--- config.mk ---
export PLATFORM = sky130hd
export DESIGN_NAME = lsu_mem_access
export DESIGN_NICKNAME = d
export VERILOG_FILES = /design/src/rtl/lsu_mem_access.sv
export SDC_FILE = /design/constraint.sdc
export NUM_CORES = 1
export LEC_CHECK = 0
export ABC_AREA = 1
export BUFFER_PORTS_ARGS = -buffer_cell sky130_fd_sc_hd__clkbuf_2
export CAP_MARGIN = 10
export CORE_MARGIN = 1.5
export CORE_UTILIZATION = 45
export CTS_CLUSTER_DIAMETER = 100
export DETAILED_ROUTE_END_ITERATION = 10
export GPL_ROUTABILITY_DRIVEN = 0
export PLACE_DENSITY = 0.78
export SETUP_SLACK_MARGIN = 0.5
export SLEW_MARGIN = 10
export SYNTH_ARGS = -nofsm -noshare
export SYNTH_HDL_FRONTEND = slang
export SYNTH_SLANG_ARGS = --single-unit
--- constraint.sdc ---
create_clock -name clk_100MHz -period 2.4 [get_ports clk_100MHz]
set_clock_uncertainty 0.2 [all_clocks]
set_input_delay 0.24 -clock clk_100MHz [delete_from_list [all_inputs] [get_ports clk_100MHz]]
set_output_delay 0.24 -clock clk_100MHz [all_outputs]
set_load 0.05 [all_outputs]
--- src/rtl/lsu_mem_access.sv ---
// Load/store unit for the MEM stage: one bus transaction per memory op, IDLE -> BUSY -> DONE.
// Optional alignment checking is enabled by defining LSU_MISALIGN_CHK_EN.
module lsu_mem_access (
  input  logic        clk_100MHz,
  input  logic        arst_n,
  input  logic [31:0] inst_i,
  input  logic        mem_r_ena_i,
  input  logic        mem_w_ena_i,
  input  logic [31:0] mem_addr_i,
  input  logic [31:0] mem_w_data_i,
  input  logic        reg_w_ena_i,
  input  logic [4:0]  reg_w_addr_i,
  input  logic [31:0] reg_w_data_i,
  input  logic        bus_ack_i,
  input  logic [31:0] bus_rdata_i,
  output logic        bus_req_o,
  output logic        bus_we_o,
  output logic [31:0] bus_addr_o,
  output logic [31:0] bus_wdata_o,
  output logic [3:0]  bus_wstrb_o,
  output logic        hold_req_o,
  output logic [31:0] inst_o,
  output logic        reg_w_ena_o,
  output logic [4:0]  reg_w_addr_o,
  output logic [31:0] reg_w_data_o,
  output logic        misalign_o
);

  typedef enum logic [1:0] {IDLE, BUSY, DONE} state_t;

  state_t      state, state_nxt;
  logic [31:0] addr_q, wdata_q, load_q;
  logic [3:0]  wstrb_q;
  logic [2:0]  funct3_q;
  logic        we_q;

  logic [2:0]  funct3;
  logic        mem_op, misaligned, start;
  logic [3:0]  wstrb_new;
  logic [31:0] wdata_new;

  assign funct3 = inst_i[14:12];
  assign mem_op = mem_r_ena_i | mem_w_ena_i;

`ifdef LSU_MISALIGN_CHK_EN
  always_comb begin
    misaligned = 1'b0;
    if (mem_op) begin
      unique case (funct3)
        3'b001, 3'b101: misaligned = mem_addr_i[0];
        3'b010:         misaligned = |mem_addr_i[1:0];
        default:        misaligned = 1'b0;
      endcase
    end
  end
`else
  assign misaligned = 1'b0;
`endif

  assign start = (state == IDLE) && mem_op && !misaligned;

  // Narrow stores replicate the datum across lanes so the strobes alone select the bytes.
  always_comb begin
    unique case (funct3)
      3'b000: begin
        wstrb_new = 4'b0001 << mem_addr_i[1:0];
        wdata_new = {4{mem_w_data_i[7:0]}};
      end
      3'b001: begin
        wstrb_new = 4'b0011 << {mem_addr_i[1], 1'b0};
        wdata_new = {2{mem_w_data_i[15:0]}};
      end
      default: begin
        wstrb_new = 4'b1111;
        wdata_new = mem_w_data_i;
      end
    endcase
  end

  function automatic logic [31:0] fmt_load(input logic [2:0] f3, input logic [1:0] off,
                                           input logic [31:0] w);
    logic [7:0]  b;
    logic [15:0] h;
    b = w[{off, 3'b000} +: 8];
    h = off[1] ? w[31:16] : w[15:0];
    unique case (f3)
      3'b000:  fmt_load = {{24{b[7]}}, b};
      3'b001:  fmt_load = {{16{h[15]}}, h};
      3'b100:  fmt_load = {24'h0, b};
      3'b101:  fmt_load = {16'h0, h};
      default: fmt_load = w;
    endcase
  endfunction

  // NOTE: sequential state uses non-blocking assignments so every flop samples pre-edge values.
  always_ff @(posedge clk_100MHz or negedge arst_n) begin
    if (!arst_n) begin
      state    <= IDLE;
      addr_q   <= '0;
      wdata_q  <= '0;
      load_q   <= '0;
      wstrb_q  <= '0;
      funct3_q <= '0;
      we_q     <= 1'b0;
    end else begin
      state <= state_nxt;
      if (start) begin
        addr_q   <= mem_addr_i;
        we_q     <= mem_w_ena_i;
        funct3_q <= funct3;
        wstrb_q  <= mem_w_ena_i ? wstrb_new : 4'b0000;
        wdata_q  <= mem_w_ena_i ? wdata_new : 32'h0;
      end
      if (state == BUSY && bus_ack_i && !we_q)
        load_q <= fmt_load(funct3_q, addr_q[1:0], bus_rdata_i);
    end
  end

  // NOTE: every output of this block gets a default first, so no path can infer a latch.
  always_comb begin
    state_nxt    = state;
    hold_req_o   = 1'b0;
    misalign_o   = 1'b0;
    inst_o       = inst_i;
    reg_w_ena_o  = reg_w_ena_i;
    reg_w_addr_o = reg_w_addr_i;
    reg_w_data_o = reg_w_data_i;
    unique case (state)
      IDLE: begin
        if (misaligned) begin
          misalign_o  = 1'b1;
          reg_w_ena_o = 1'b0;
        end else if (mem_op) begin
          hold_req_o  = 1'b1;
          reg_w_ena_o = 1'b0;
          state_nxt   = BUSY;
        end
      end
      BUSY: begin
        hold_req_o  = 1'b1;
        reg_w_ena_o = 1'b0;
        if (bus_ack_i) state_nxt = DONE;
      end
      DONE: begin
        if (!we_q) reg_w_data_o = load_q;
        state_nxt = IDLE;
      end
      default: state_nxt = IDLE;
    endcase
    // Reset blanks the combinational pass-through path as well as the registers.
    if (!arst_n) begin
      hold_req_o   = 1'b0;
      misalign_o   = 1'b0;
      inst_o       = 32'h0;
      reg_w_ena_o  = 1'b0;
      reg_w_addr_o = 5'h0;
      reg_w_data_o = 32'h0;
    end
  end

  assign bus_req_o   = (state == BUSY);
  assign bus_we_o    = we_q;
  assign bus_addr_o  = {addr_q[31:2], 2'b00};
  assign bus_wdata_o = wdata_q;
  assign bus_wstrb_o = wstrb_q;

endmodule
==> metrics.yaml, run 1 <==
yosys:
  yosys_warnings: 0
  ys_seq_elements: 106
  synth-edff-count: 0
  synth-async-reset-ratio_pct: 100
  netlist_area_um2: 6480
  netlist.top_cell.by_area: "dfrtp_1"
  synth_ff_type: "dfrtp_1"
  syn_area_per_cell_um2: 6.90
  synth_top_area_share_pct: 40.9
  syn_inst: 940
  ys_types: 30
  synth_area_leaders: "dfrtp_1 41%, nand2_1 20%, inv_1 8.1%, o21ai_0 5.4%, buf_4 4.6%"
  yosysSeqAreaShare_pct: 40.9
cells_and_area:
  layout_commonest_cell: "nand2_1"
  layout.nets: 1473
  seq_area_um2: 2660
  multiInputGateArea_um2: 3470
  n_fill_cell: 879
  final_util_pct: 75.8
  area_delta_synth_final_pct: 63.4
  postLayoutCellArea_um2: 10600
  layout-drive-gt1-share_pct: 38.8
  final_cell_mix: "345 x nand2_1, 273 x clkbuf_2, 136 x inv_1"
  num_antenna_cells: 0
global_routing:
  overflow: 0
  busiest_layer: "met2"
  antenna_found_initial: 0
  use_met3_pct: 7.80
  met2_usage_pct: 52.1
  grt_start_max_net_pins: 48
  first_global_vias: 7312
  grt_pass1_wl_mm: 35.1
  use_met1_pct: 34.4
  grt_usage_pct: 29.8
route:
  num_vias: 7910
  avgViaCountPerCell: 5.32
  drt_first_pass_iters: 7
  final_antenna_net_count: 0
  wire_per_inst_um: 18.3
  drcViolationCount: 0
  drt-initial-drc-count: 1076
  wl_mm: 27.3
clock_network:
  insertion_delay_ps: 350
  cts_buffers: 9
  cts_tree: "built"
  clk_pin_slew_ps: 80
  clock_sinks: 106
  htreeDepth: 3
  clock-root-buffer: "clkbuf_16"
  clk_path_buf_depth: 2
place:
  place_ws_ps: 254
  placed_area_um2: 8240
  port_buffers: 309
  dp_hpwl_mm: 14.1
timing:
  period_needed_ps: 2350
  setup_viol: 0
  finalCritPeriodShare_pct: 97.8
  rsz0062_at_grt: "yes"
  slew_headroom_pct: 43.3
  setup_tns_ps: 0
  final-hold-violation-count: 0
  layout_setup_ws_ps: 52.6
  maxSlewViolCount: 0
  clock.fmax_mhz: 426
  tightest_slew_ps: 848
floorplanning:
  initial_utilization_pct: 46.4
  io_pins: 313
  rows: 43
  core-area_um2: 14000
  die_area_um2: 15100
  die_w_um: 123
  die_y_um: 123
worst_hold_path:
  hold_start: "mem_w_data_i[14]"
  worstHoldPathType: "input pin to flop"
setup_path:
  crit_buf_inv: 5
  cpMaxStageDelayCell: "dfrtp_1"
  max_stage_delay_ps: 400
  r2r_start: "state[1]"
  path_cells: "inv_2 -> buf_6 -> buf_12 -> nand3_4 -> buf_16 -> o21ai_4 -> a21oi_4 -> buf_8"
  cpLargestDelayFamily: "buffers and inverters"
  crit_type: "flop to output pin"
  startpoint: "state[0]"
  crit_path_max_fanout: 5
  required_ps: 1960
  cp.arrival_ps: 1910
  critPathLaunchType: "flop"
  endpoint_kind: "output pin"
pwr:
  leakagePower_nw: 6.01
  ir_drop_mv: 1.05
  p_per_area_nw_per_um2: 1210
flow_run:
  max-cap-violations: 0
status:
  status: "finished clean"
-- stage by stage --
step	hold slack [ps]	instances	power, mW
3_5_place_dp	-78.8	1368	9.50
2_1_floorplan	-256	942	8.48
6_report	11.8	1487	12.9
5_1_grt	3.90	1487	13.5
4_1_cts	0.146	1470	12.0
3_3_place_gp	-77.6	1368	9.40
-- logic make-up (layout without fill, tap and decap cells) --
family,count (synthesis),after routing,share of synthesized area [%]
AO/OA/AOI/OAI,143,143,12.4
buffers and inverters,228,592,17.1
other,1,3,0.0578
AND/OR/NAND/NOR,462,463,29.6
flip-flops,106,106,40.9
-- what timing repair did --
action,4_1_cts,5_1_grt
cloned,5,9
buffers inserted,18,8
setup endpoints to repair,41,70
hold buffers,63,0
resized for setup,159,78
endpoints found under the hold margin,124,0
pin swaps,5,23
-- final timing paths --
| kind | endpoint | slack, ps | depth (start not counted) |
|---|---|---|---|
| hold reg to reg | bus_wstrb_o[2] | 290 | 2 |
| min in group asynchronous | addr_q[17] | 50 | 2 |
| max in group asynchronous | load_q[24] | 740 | 3 |
| hold / removal | bus_wdata_o[14] | 10 | 3 |
| setup reg to reg | load_q[19] | 360 | 9 |
| setup / recovery | reg_w_data_o[18] | 50 | 8 |
-- worst reg2reg max path, delay by kind of cell (launching register included) --
| kind | cells | cell delay (ps) |
|---|---|---|
| simple gates | 5 | 710 |
| buf+inv | 4 | 590 |
| flops | 1 | 450 |
-- layout make-up --
cell class,instances,share of cell area (%)
clock buffers,9,2.12
multi-input cells,609,32.8
flip-flops and latches,106,25.1
repair buffers,430,31.6
inverters,146,5.35
well taps,180,2.12
clock inverters,7,0.933
-- registers in the layout (all words and copies together), names as in the netlist --
name	flops
bus_wdata_o	32
addr_q	32
bus_wstrb_o	4
funct3_q	3
state	2
load_q	32
bus_we_o	1
-- power by group --
group | internal [mW] | switching [mW] | total [mW]
clock | 0.844 | 0.760 | 1.60
combinational | 2.44 | 5.45 | 7.89
sequential | 2.64 | 0.716 | 3.36
-- routing by layer --
metal,up-vias,wire length [um]
met4,0,1440
li1,3543,-
met5,-,0
met3,145,3090
met1,3648,9330
met2,574,13400
-- synth_stat cells (2+ instances only) --
| cell | number |
|---|---|
| buf_6 | 11 |
| buf_2 | 11 |
| dfrtp_1 | 106 |
| or2_2 | 4 |
| o21ai_2 | 19 |
| nand2_1 | 345 |
| nand3b_1 | 6 |
| nand3_2 | 2 |
| nand3_1 | 40 |
| nor2_1 | 43 |
| o21ai_0 | 70 |
| nand2_2 | 2 |
| or2_1 | 12 |
| inv_2 | 3 |
| clkbuf_1 | 19 |
| nor2_2 | 3 |
| inv_4 | 3 |
| buf_4 | 40 |
| inv_1 | 140 |
| a21oi_1 | 51 |
Power figures use the tool's default switching activity.
==> run 2, diff against run 1 <==
--- a/config.mk
+++ b/config.mk
@@ -15,7 +15,7 @@
 export GPL_ROUTABILITY_DRIVEN = 0
 export PLACE_DENSITY = 0.78
 export SETUP_SLACK_MARGIN = 0.5
-export SLEW_MARGIN = 10
+export SLEW_MARGIN = 20
 export SYNTH_ARGS = -nofsm -noshare
 export SYNTH_HDL_FRONTEND = slang
 export SYNTH_SLANG_ARGS = --single-unit
==> constraint.sdc (replaced) <==
create_clock -name clk_100MHz -period 2.4 [get_ports clk_100MHz]
set_clock_uncertainty 0.2 [all_clocks]
set_input_delay 0.48 -clock clk_100MHz [delete_from_list [all_inputs] [get_ports clk_100MHz]]
set_output_delay 0.48 -clock clk_100MHz [all_outputs]
set_load 0.05 [all_outputs]
==> metrics.yaml, run 2 (synthesis gave the netlist of run 1 again) <==
route:
  wire_per_inst_um: 15.8  # was 18.3 um
  num_vias: 7225  # was 7910
  drcViolationCount: 0  # unchanged
  avgViaCountPerCell: 5.07  # was 5.32
  drt-initial-drc-count: 526  # was 1076
  drt_first_pass_iters: 6  # was 7
  wl_mm: 22.5  # was 27.3 mm
  final_antenna_net_count: 0  # unchanged
global_routing:
  first_global_vias: 6613  # was 7312
  grt_pass1_wl_mm: 32.5  # was 35.1 mm
  grt_start_max_net_pins: 46  # was 48
  grt_usage_pct: 27.9  # was 29.8%
  overflow: 0  # unchanged
  antenna_found_initial: 0  # unchanged
clock_network:
  insertion_delay_ps: 360  # was 350 ps
  clock_sinks: 106  # unchanged
  clk_pin_slew_ps: 70  # was 80 ps
  clk_path_buf_depth: 2  # unchanged
  clock-root-buffer: "clkbuf_16"  # unchanged
  cts_buffers: 9  # unchanged
  cts_tree: "built"  # unchanged
  htreeDepth: 3  # unchanged
setup_path:
  crit_type: "flop to output pin"  # unchanged
  required_ps: 1720  # was 1960 ps
  endpoint_kind: "output pin"  # unchanged
  critPathLaunchType: "flop"  # unchanged
  cp.arrival_ps: 1650  # was 1910 ps
  ff2ff_path_depth: 10  # was 9
  crit_path_max_fanout: 8  # was 5
  worst_r2r_endpoint: "load_q[23]"  # was load_q[19]
  startpoint: "state[0]"  # unchanged
  reg2reg_slack_ps: 580  # was 360 ps
  r2r_start: "state[0]"  # was state[1]
timing:
  final-hold-violation-count: 0  # unchanged
  setup_viol: 0  # unchanged
  rsz0062_at_grt: "yes"  # unchanged
  clock.fmax_mhz: 428  # was 426 MHz
  setup_tns_ps: 0  # unchanged
  maxSlewViolCount: 0  # unchanged
  finalCritPeriodShare_pct: 97.3  # was 97.8%
  period_needed_ps: 2330  # was 2350 ps
  layout_setup_ws_ps: 65.2  # was 52.6 ps
cells_and_area:
  area_delta_synth_final_pct: 53.2  # was 63.4%
  final_cell_mix: "344 x nand2_1, 251 x clkbuf_2, 134 x inv_1"  # was 345 x nand2_1, 273 x clkbuf_2, 136 x inv_1
  layout-drive-gt1-share_pct: 39.4  # was 38.8%
  layout_commonest_cell: "nand2_1"  # unchanged
  final_util_pct: 71.0  # was 75.8%
  stdcell_count: 1424  # was 1487
  num_antenna_cells: 0  # unchanged
  layout.nets: 1410  # was 1473
place:
  port_buffers: 309  # unchanged
  place_ws_ps: 104  # was 254 ps
  dp_hpwl_mm: 14.5  # was 14.1 mm
  placedCellCount: 1375  # was 1368
floorplanning:
  io_pins: 313  # unchanged
  die_w_um: 123  # unchanged
  core-area_um2: 14000  # unchanged
  die_y_um: 123  # unchanged
  die_area_um2: 15100  # unchanged
  rows: 43  # unchanged
  initial_utilization_pct: 46.4  # unchanged
flow_run:
  max-cap-violations: 0  # unchanged
pwr:
  leakagePower_nw: 5.68  # was 6.01 nW
  p_per_area_nw_per_um2: 1230  # was 1210 nW/um^2
  ir_drop_mv: 1.20  # was 1.05 mV
worst_hold_path:
  worstHoldPathType: "input pin to asynchronous set/reset pin"  # was input pin to flop
status:
  status: "finished clean"  # unchanged
[run 2: changes by cell type in the layout (fill, tap and decap cells not counted), moves of 6 or more]
cell	change
o21ai_1	+6
clkbuf_2	-22
clkbuf_16	-6
clkbuf_4	+12
nor2_1	+10
dlygate4sd3_1	-60
clkbuf_8	+6
nor2_2	-7
buf_8	-7
[run 2: worst max-delay path: stages (launching register included)]
cell and delay [ps]:
dfrtp_1 410, inv_4 100, nand3_4 80, buf_12 160, buf_12 160, o21ai_4 160, a21oi_4 50, clkbuf_8 170
[run 2: report_power, final]
| part | switching, mW | internal [mW] |
|---|---|---|
| registers | 0.684 | 2.64 |
| clock network | 0.733 | 0.730 |
| logic | 5.14 | 2.27 |
| total | 6.55 | 5.65 |
[run 2: stage by stage]
step | hold slack [ps] | cell area (um^2) | power [mW]
floorplan | -15.6 | 7080 | 8.64
global placement | 97.1 | 8460 | 9.60
detailed placement | 95.0 | 8460 | 9.72
CTS | 18.4 | 9700 | 11.9
global route | 34.3 | 9930 | 12.9
finish | 30.5 | 9930 | 12.2
[run 2: area by class of cell]
class / instances / area [um^2]
clock buffers: 10 / 229
well taps: 180 / 225
flip-flops and latches: 106 / 2660
fillers: 1094 / 4050
multi-input cells: 612 / 3450
clock inverters: 6 / 56.3
inverters: 146 / 588
repair inverters: 1 / 8.76
repair buffers: 363 / 2720
[run 2: worst max path at each step]
stage / to / cells past startpoint
2_1_floorplan: reg_w_data_o[13] / 5
3_3_place_gp: reg_w_data_o[6] / 6
3_5_place_dp: reg_w_data_o[15] / 6
4_1_cts: reg_w_data_o[12] / 7
5_1_grt: reg_w_data_o[8] / 7
6_report: reg_w_data_o[8] / 7
[run 2: timing repair]
item	in CTS	in global routing
endpoints found under the hold margin	6	0
hold buffers	3	0
cloned	8	3
setup endpoints to repair	95	84
pin swaps	6	4
resized for setup	151	68
setup buffers	10	9
[run 2: metal layers]
layer  vias to the layer above  wire length, um  GRT usage (%)
li1                       3432                -              -
met1                      3350             8110           31.8
met2                       377            11400           49.6
met3                        66             2310           7.93
met4                         0              661           10.3
met5                         -                0              0
